$ cat src/rtl/biriscv_mul_issue_ctrl_pkg.sv
// Shared defs for the multiplier issue controller: M-extension opcode match/mask
// constants, request/stage record types and the MULT_STAGES legality check.
package biriscv_mul_issue_ctrl_pkg;

  localparam logic [31:0] INST_MUL         = 32'h02000033;
  localparam logic [31:0] INST_MUL_MASK    = 32'hfe00707f;
  localparam logic [31:0] INST_MULH        = 32'h02001033;
  localparam logic [31:0] INST_MULH_MASK   = 32'hfe00707f;
  localparam logic [31:0] INST_MULHSU      = 32'h02002033;
  localparam logic [31:0] INST_MULHSU_MASK = 32'hfe00707f;
  localparam logic [31:0] INST_MULHU       = 32'h02003033;
  localparam logic [31:0] INST_MULHU_MASK  = 32'hfe00707f;

  localparam int PIPE_ID_W = 1;
  localparam int NUM_PIPES = 2;

  typedef struct packed {
    logic        valid;
    logic [31:0] opcode;
    logic [4:0]  rd_idx;
    logic [31:0] ra;
    logic [31:0] rb;
  } mul_req_t;

  typedef struct packed {
    logic [PIPE_ID_W-1:0] pipe;
    logic [4:0]           rd_idx;
    logic [31:0]          value;
  } mul_stage_t;

  function automatic logic mult_stages_legal(input int n);
    return (n == 2) || (n == 3);
  endfunction

  function automatic logic is_mul_op(input logic [31:0] op);
    return ((op & INST_MUL_MASK)    == INST_MUL)    ||
           ((op & INST_MULH_MASK)   == INST_MULH)   ||
           ((op & INST_MULHSU_MASK) == INST_MULHSU) ||
           ((op & INST_MULHU_MASK)  == INST_MULHU);
  endfunction

endpackage

$ cat src/rtl/biriscv_mul_arb2.sv
// Two-way multiplier grant. Pipe0 wins contention unless BIRISCV_MUL_RR_EN is
// defined, in which case a pointer alternates the preferred pipe.
module biriscv_mul_arb2 (
`ifdef BIRISCV_MUL_RR_EN
  input  logic clk,
  input  logic rst,
`endif
  input  logic valid0,
  input  logic valid1,
  input  logic hold,
  input  logic flush,
  output logic grant0,
  output logic grant1
);

  logic go;
  assign go = ~hold & ~flush;

`ifdef BIRISCV_MUL_RR_EN
  logic both;
  logic rr_q;  // preferred pipe when both request

  assign both   = valid0 & valid1;
  assign grant0 = go & valid0 & (~valid1 | ~rr_q);
  assign grant1 = go & valid1 & (~valid0 |  rr_q);

  // Only contended grants move the pointer.
  always_ff @(posedge clk) begin
    if (rst)            rr_q <= 1'b0;
    else if (go & both) rr_q <= ~rr_q;
  end
`else
  assign grant0 = go & valid0;
  assign grant1 = go & valid1 & ~valid0;
`endif

endmodule

$ cat src/rtl/biriscv_mul_issue_ctrl.sv
// Shares one combinational multiplier between the two issue pipes and carries
// results through a MULT_STAGES-1 deep result pipeline (E2[,E3]).
// Macro BIRISCV_MUL_RR_EN: round-robin on contention (default pipe0 priority).
module biriscv_mul_issue_ctrl
  import biriscv_mul_issue_ctrl_pkg::*;
#(
  parameter int MULT_STAGES = 2
) (
  input  logic                         clk_i,
  input  logic                         rst_i,

  input  logic                         req0_valid_i,
  input  logic [31:0]                  req0_opcode_i,
  input  logic [4:0]                   req0_rd_idx_i,
  input  logic [31:0]                  req0_ra_i,
  input  logic [31:0]                  req0_rb_i,
  output logic                         req0_ready_o,

  input  logic                         req1_valid_i,
  input  logic [31:0]                  req1_opcode_i,
  input  logic [4:0]                   req1_rd_idx_i,
  input  logic [31:0]                  req1_ra_i,
  input  logic [31:0]                  req1_rb_i,
  output logic                         req1_ready_o,

  input  logic                         hold_i,
  input  logic                         flush_i,

  output logic [31:0]                  mul_opcode_o,
  output logic [31:0]                  mul_ra_o,
  output logic [31:0]                  mul_rb_o,
  input  logic [31:0]                  mul_result_i,

  output logic                         wb_valid_o,
  output logic                         wb_pipe_o,
  output logic [4:0]                   wb_rd_idx_o,
  output logic [31:0]                  wb_value_o,

  output logic [MULT_STAGES-2:0]       inflight_valid_o,
  output logic [5*(MULT_STAGES-1)-1:0] inflight_rd_o
);

  localparam int STG = MULT_STAGES - 1;

  if (!mult_stages_legal(MULT_STAGES)) begin : g_bad_stages
    $error("biriscv_mul_issue_ctrl: MULT_STAGES must be 2 or 3");
  end

  mul_req_t [NUM_PIPES-1:0] req;
  logic     [NUM_PIPES-1:0] grant;

  // Requests are masked during reset so nothing is granted or driven then.
  assign req[0] = mul_req_t'{valid: req0_valid_i & ~rst_i, opcode: req0_opcode_i,
                             rd_idx: req0_rd_idx_i, ra: req0_ra_i, rb: req0_rb_i};
  assign req[1] = mul_req_t'{valid: req1_valid_i & ~rst_i, opcode: req1_opcode_i,
                             rd_idx: req1_rd_idx_i, ra: req1_ra_i, rb: req1_rb_i};

  biriscv_mul_arb2 u_arb (
`ifdef BIRISCV_MUL_RR_EN
    .clk    (clk_i),
    .rst    (rst_i),
`endif
    .valid0 (req[0].valid),
    .valid1 (req[1].valid),
    .hold   (hold_i),
    .flush  (flush_i),
    .grant0 (grant[0]),
    .grant1 (grant[1])
  );

  assign req0_ready_o = grant[0];
  assign req1_ready_o = grant[1];

  // Grants are one-hot; an idle multiplier sees all-zero inputs.
  logic [4:0] sel_rd;
  always_comb begin
    mul_opcode_o = '0;
    mul_ra_o     = '0;
    mul_rb_o     = '0;
    sel_rd       = '0;
    for (int p = 0; p < NUM_PIPES; p++) begin
      if (grant[p]) begin
        mul_opcode_o = req[p].opcode;
        mul_ra_o     = req[p].ra;
        mul_rb_o     = req[p].rb;
        sel_rd       = req[p].rd_idx;
      end
    end
  end

  mul_stage_t e2_d;
  always_comb begin
    e2_d = '0;
    if (|grant) begin
      e2_d.pipe   = grant[1];
      e2_d.rd_idx = sel_rd;
      e2_d.value  = mul_result_i;
    end
  end

  logic       [STG-1:0] vld_pipe;
  mul_stage_t [STG-1:0] stg_q;

  // Flush wins over hold; hold freezes every stage.
  always_ff @(posedge clk_i) begin
    if (rst_i || flush_i) begin
      vld_pipe <= '0;
      stg_q    <= '0;
    end else if (!hold_i) begin
      vld_pipe[0] <= |grant;
      stg_q[0]    <= e2_d;
      for (int k = 1; k < STG; k++) begin
        vld_pipe[k] <= vld_pipe[k-1];
        stg_q[k]    <= stg_q[k-1];
      end
    end
  end

  assign wb_valid_o  = vld_pipe[STG-1];
  assign wb_pipe_o   = stg_q[STG-1].pipe;
  assign wb_rd_idx_o = stg_q[STG-1].rd_idx;
  assign wb_value_o  = stg_q[STG-1].value;

  assign inflight_valid_o = vld_pipe;
  for (genvar k = 0; k < STG; k++) begin : g_infl
    assign inflight_rd_o[5*k +: 5] = stg_q[k].rd_idx;
  end

endmodule
$ cat config.mk
export PLATFORM = sky130hd
export DESIGN_NAME = biriscv_mul_issue_ctrl
export DESIGN_NICKNAME = d
export VERILOG_FILES = /design/src/rtl/biriscv_mul_issue_ctrl_pkg.sv /design/src/rtl/biriscv_mul_arb2.sv /design/src/rtl/biriscv_mul_issue_ctrl.sv
export SDC_FILE = /design/constraint.sdc
export NUM_CORES = 1
export LEC_CHECK = 0
export CORE_AREA = 2 2 147 149
export CTS_CLUSTER_DIAMETER = 40
export CTS_CLUSTER_SIZE = 10
export DETAILED_ROUTE_END_ITERATION = 16
export DIE_AREA = 0 0 149 151
export DONT_BUFFER_PORTS = 1
export GPL_TIMING_DRIVEN = 0
export PLACE_DENSITY = 0.33
export SYNTH_ARGS = -nofsm -noshare
export SYNTH_HDL_FRONTEND = slang
export SYNTH_HIERARCHICAL = 1
export SYNTH_SLANG_ARGS = --single-unit
$ cat constraint.sdc
create_clock -name clk_i -period 1.6 [get_ports clk_i]
set_input_delay 0.16 -clock clk_i [delete_from_list [all_inputs] [get_ports clk_i]]
set_output_delay 0.16 -clock clk_i [all_outputs]
set_load 0.01 [all_outputs]
==> results.json <==
{
  "status": "finished, violations left",
  "violations": "negative setup slack",
  "floorplan.initialDensity": 0.129,
  "rr_worst_depth": 2,
  "p_sw_frac": 0.265,
  "post-route-drc-count": 0,
  "post_synth.cell_area_avg_um2": 9.51,
  "switching_power_w": 0.000662,
  "numCtsBuffers": 5,
  "drv_cap": 0,
  "setup_viol_count_final": 95,
  "grt_max_degree": 12,
  "crit_chain": "nor2b_4 -> nor4b_4 -> nor2b_4 -> buf_12 -> buf_12 -> a22o_4",
  "yosysMostFrequentCell": "a22o_1",
  "hold_depth": 2,
  "cts_max_level": 2,
  "drive_gt1_frac": 0.512,
  "critPathRequiredTime_ns": 1.44,
  "rows": 53,
  "synthFlopType": "dfxtp_1",
  "cts_max_path_buffers": 2,
  "ys_async_sr_fraction": 0,
  "synth_cell_types": 24,
  "cp_max_fo": 6,
  "port_buffers": 0,
  "final_nets": 537,
  "core_area_um2": 20800,
  "dieWidth_um": 149,
  "synth_area_leader_cell": "a22o_1",
  "num_vias": 2646,
  "cts.sink_count": 39,
  "critPathLaunchType": "input pin",
  "dr.pass1.iters": 5,
  "worstMarginPinSlew_ns": 0.619,
  "post-route-min-period_ns": 1.75,
  "crit_type": "input pin to output pin",
  "grt_pass1_wl_um": 22000,
  "slew_violations": 0,
  "wire_per_inst_um": 31.0,
  "synth-edff-count": 0,
  "netlist_area_um2": 2680,
  "rsz0062_at_grt": "yes",
  "clk_pin_slew_ns": 0.06,
  "yosysWarnings": 6,
  "instances_no_fill": 572,
  "yosys-top-cells-count": "94 x a22o_1, 39 x dfxtp_1, 32 x a32o_1",
  "intPower_w": 0.00183,
  "ir_drop_mv": 0.323,
  "skew_ns": 0,
  "clock_latency_ns": 0.28,
  "dp.final_hpwl_um": 15300,
  "max_stage_delay_ns": 0.54,
  "wl_um": 17800,
  "ant_nets": 0,
  "grt.total_usage": 0.142,
  "die_h_um": 151,
  "fin_crit_sh": 1.09,
  "drt_iter0_markers": 103,
  "utilization": 0.206,
  "setup_ws_ns": -0.146,
  "dp_cells": 557,
  "setup_tns_ns": -11.05,
  "pwr-share-clk": 0.399,
  "cp-end-kind": "output pin",
  "max_slew_margin": 0.585,
  "power_density_nw_per_um2": 581,
  "holdWs_ns": 0.0577,
  "power_frac_seq": 0.400,
  "combPwrFrac": 0.201,
  "crit_arrival_ns": 1.59,
  "place_area_um2": 3050,
  "die_area_um2": 22500,
  "antenna_cells": 0,
  "hold_viol_final": 0,
  "area_growth_syn_to_layout_pct": 60.2,
  "gp_congestion": 0.907,
  "root_buffer": "clkbuf_16",
  "stdcell_area_um2": 4300,
  "synthTopCellsByArea": "a22o_1 31%, dfxtp_1 29%, a32o_1 12%",
  "overflow": 0,
  "synth_top_area_share": 0.307,
  "yosysSeqAreaShare": 0.291,
  "power.leakage_nw": 1.80,
  "antenna_found_initial": 0,
  "crit_slowest_cell": "nor4b_4",
  "tritoncts": "built",
  "ys_seq_elements": 39,
  "synth.net_count": 522,
  "min_path_type": "input pin to flip-flop",
  "via_per_inst": 4.63,
  "io_pins": 383,
  "synthCells": 282,
  "fmax_mhz": 573,
  "grt_pass1_vias": 2714
}
[what timing repair did]
| item | 4_1_cts | 5_1_grt |
|---|---|---|
| cloned | 3 | 1 |
| hold endpoints to repair | 0 | 0 |
| setup buffers | 3 | 1 |
| hold buffers | 0 | 0 |
| pin swaps | 9 | 12 |
| setup endpoints to repair | 96 | 96 |
| gates resized for setup | 126 | 53 |
[flip-flops by register name, summed over array words and instances (netlist names)]
name              flops
inflight_rd_o         5
inflight_valid_o      1
wb_value_o           32
wb_pipe_o             1
[critical path, delay by kind of cell]
family | cells | cell delay, ns
AO/OA/AOI/OAI | 1 | 0.25
buffers and inverters | 2 | 0.34
AND/OR/NAND/NOR | 3 | 0.81
[stage by stage]
| stage | setup WS [ns] | total power [W] |
|---|---|---|
| 2_1_floorplan | 0.0103 | 0.00129 |
| 3_3_place_gp | -0.538 | 0.00139 |
| 3_5_place_dp | -0.550 | 0.00140 |
| 4_1_cts | -0.203 | 0.00251 |
| 5_1_grt | -0.159 | 0.00261 |
| 6_report | -0.146 | 0.00249 |
[final cells by class]
cell class                 instances  area (um^2)
fill                            2290        16500
timing repair buffer               8          153
multi-input combinational        193         2390
clock inverter                     1         5.00
clock buffer                       6          139
sequential                        39          781
tap                              275          344
inverter                           5         18.8
buffer                            45          467
[worst paths after layout]
path,slack (ns),startpoint,to
min,0.06,req0_rd_idx_i[4],inflight_rd_o[4]
max reg2reg,0.75,inflight_rd_o[0],inflight_rd_o[0]
min reg2reg,0.53,inflight_rd_o[3],inflight_rd_o[3]
max,-0.15,req0_valid_i,mul_ra_o[28]
[placed cells by master, fill, tap and decap left out, drive strengths merged]
| master | netlist | layout |
|---|---|---|
| a22o | 94 | 94 |
| buf | 40 | 47 |
| dfxtp | 39 | 39 |
| a32o | 32 | 32 |
| nor2b | 27 | 27 |
| clkbuf | 5 | 12 |
| and2b | 9 | 9 |
| inv | 5 | 5 |
| nand3b | 5 | 5 |
| a21oi | 5 | 5 |
| a221oi | 5 | 5 |
| nand2 | 4 | 4 |
| o21ai | 2 | 2 |
| nor2 | 2 | 2 |
| nor3 | 2 | 2 |
| or2 | 2 | 2 |
| nor3b | 2 | 2 |
| mux2i | 1 | 1 |
| clkinv | 0 | 1 |
| nor4b | 1 | 1 |
[power by group through the flow]
stage | Clock, W | Combinational, W | Sequential [W]
CTS | 0.00105 | 0.000466 | 0.000997
detailed placement | 0 | 0.000376 | 0.00102
floorplan | 0 | 0.000273 | 0.00101
global route | 0.00107 | 0.000536 | 0.000998
global placement | 0 | 0.000375 | 0.00102
finish | 0.000996 | 0.000502 | 0.000997
[cells by family after synthesis]
family	count (synthesis)	share of synthesized area
multiplexers	1	0.00373
flip-flops	39	0.291
buffers and inverters	50	0.115
AND/OR/NAND/NOR	54	0.135
AO/OA/AOI/OAI	138	0.456
[routing by layer]
layer  wire (um)  vias up  global-route usage
met3        2490       15              0.0901
met1        5260     1312               0.128
met4         397        0              0.0429
met5           0        -                   0
li1            -     1152                   -
met2        9610      167               0.261
Note: power is estimated with default switching activity, not from simulation.
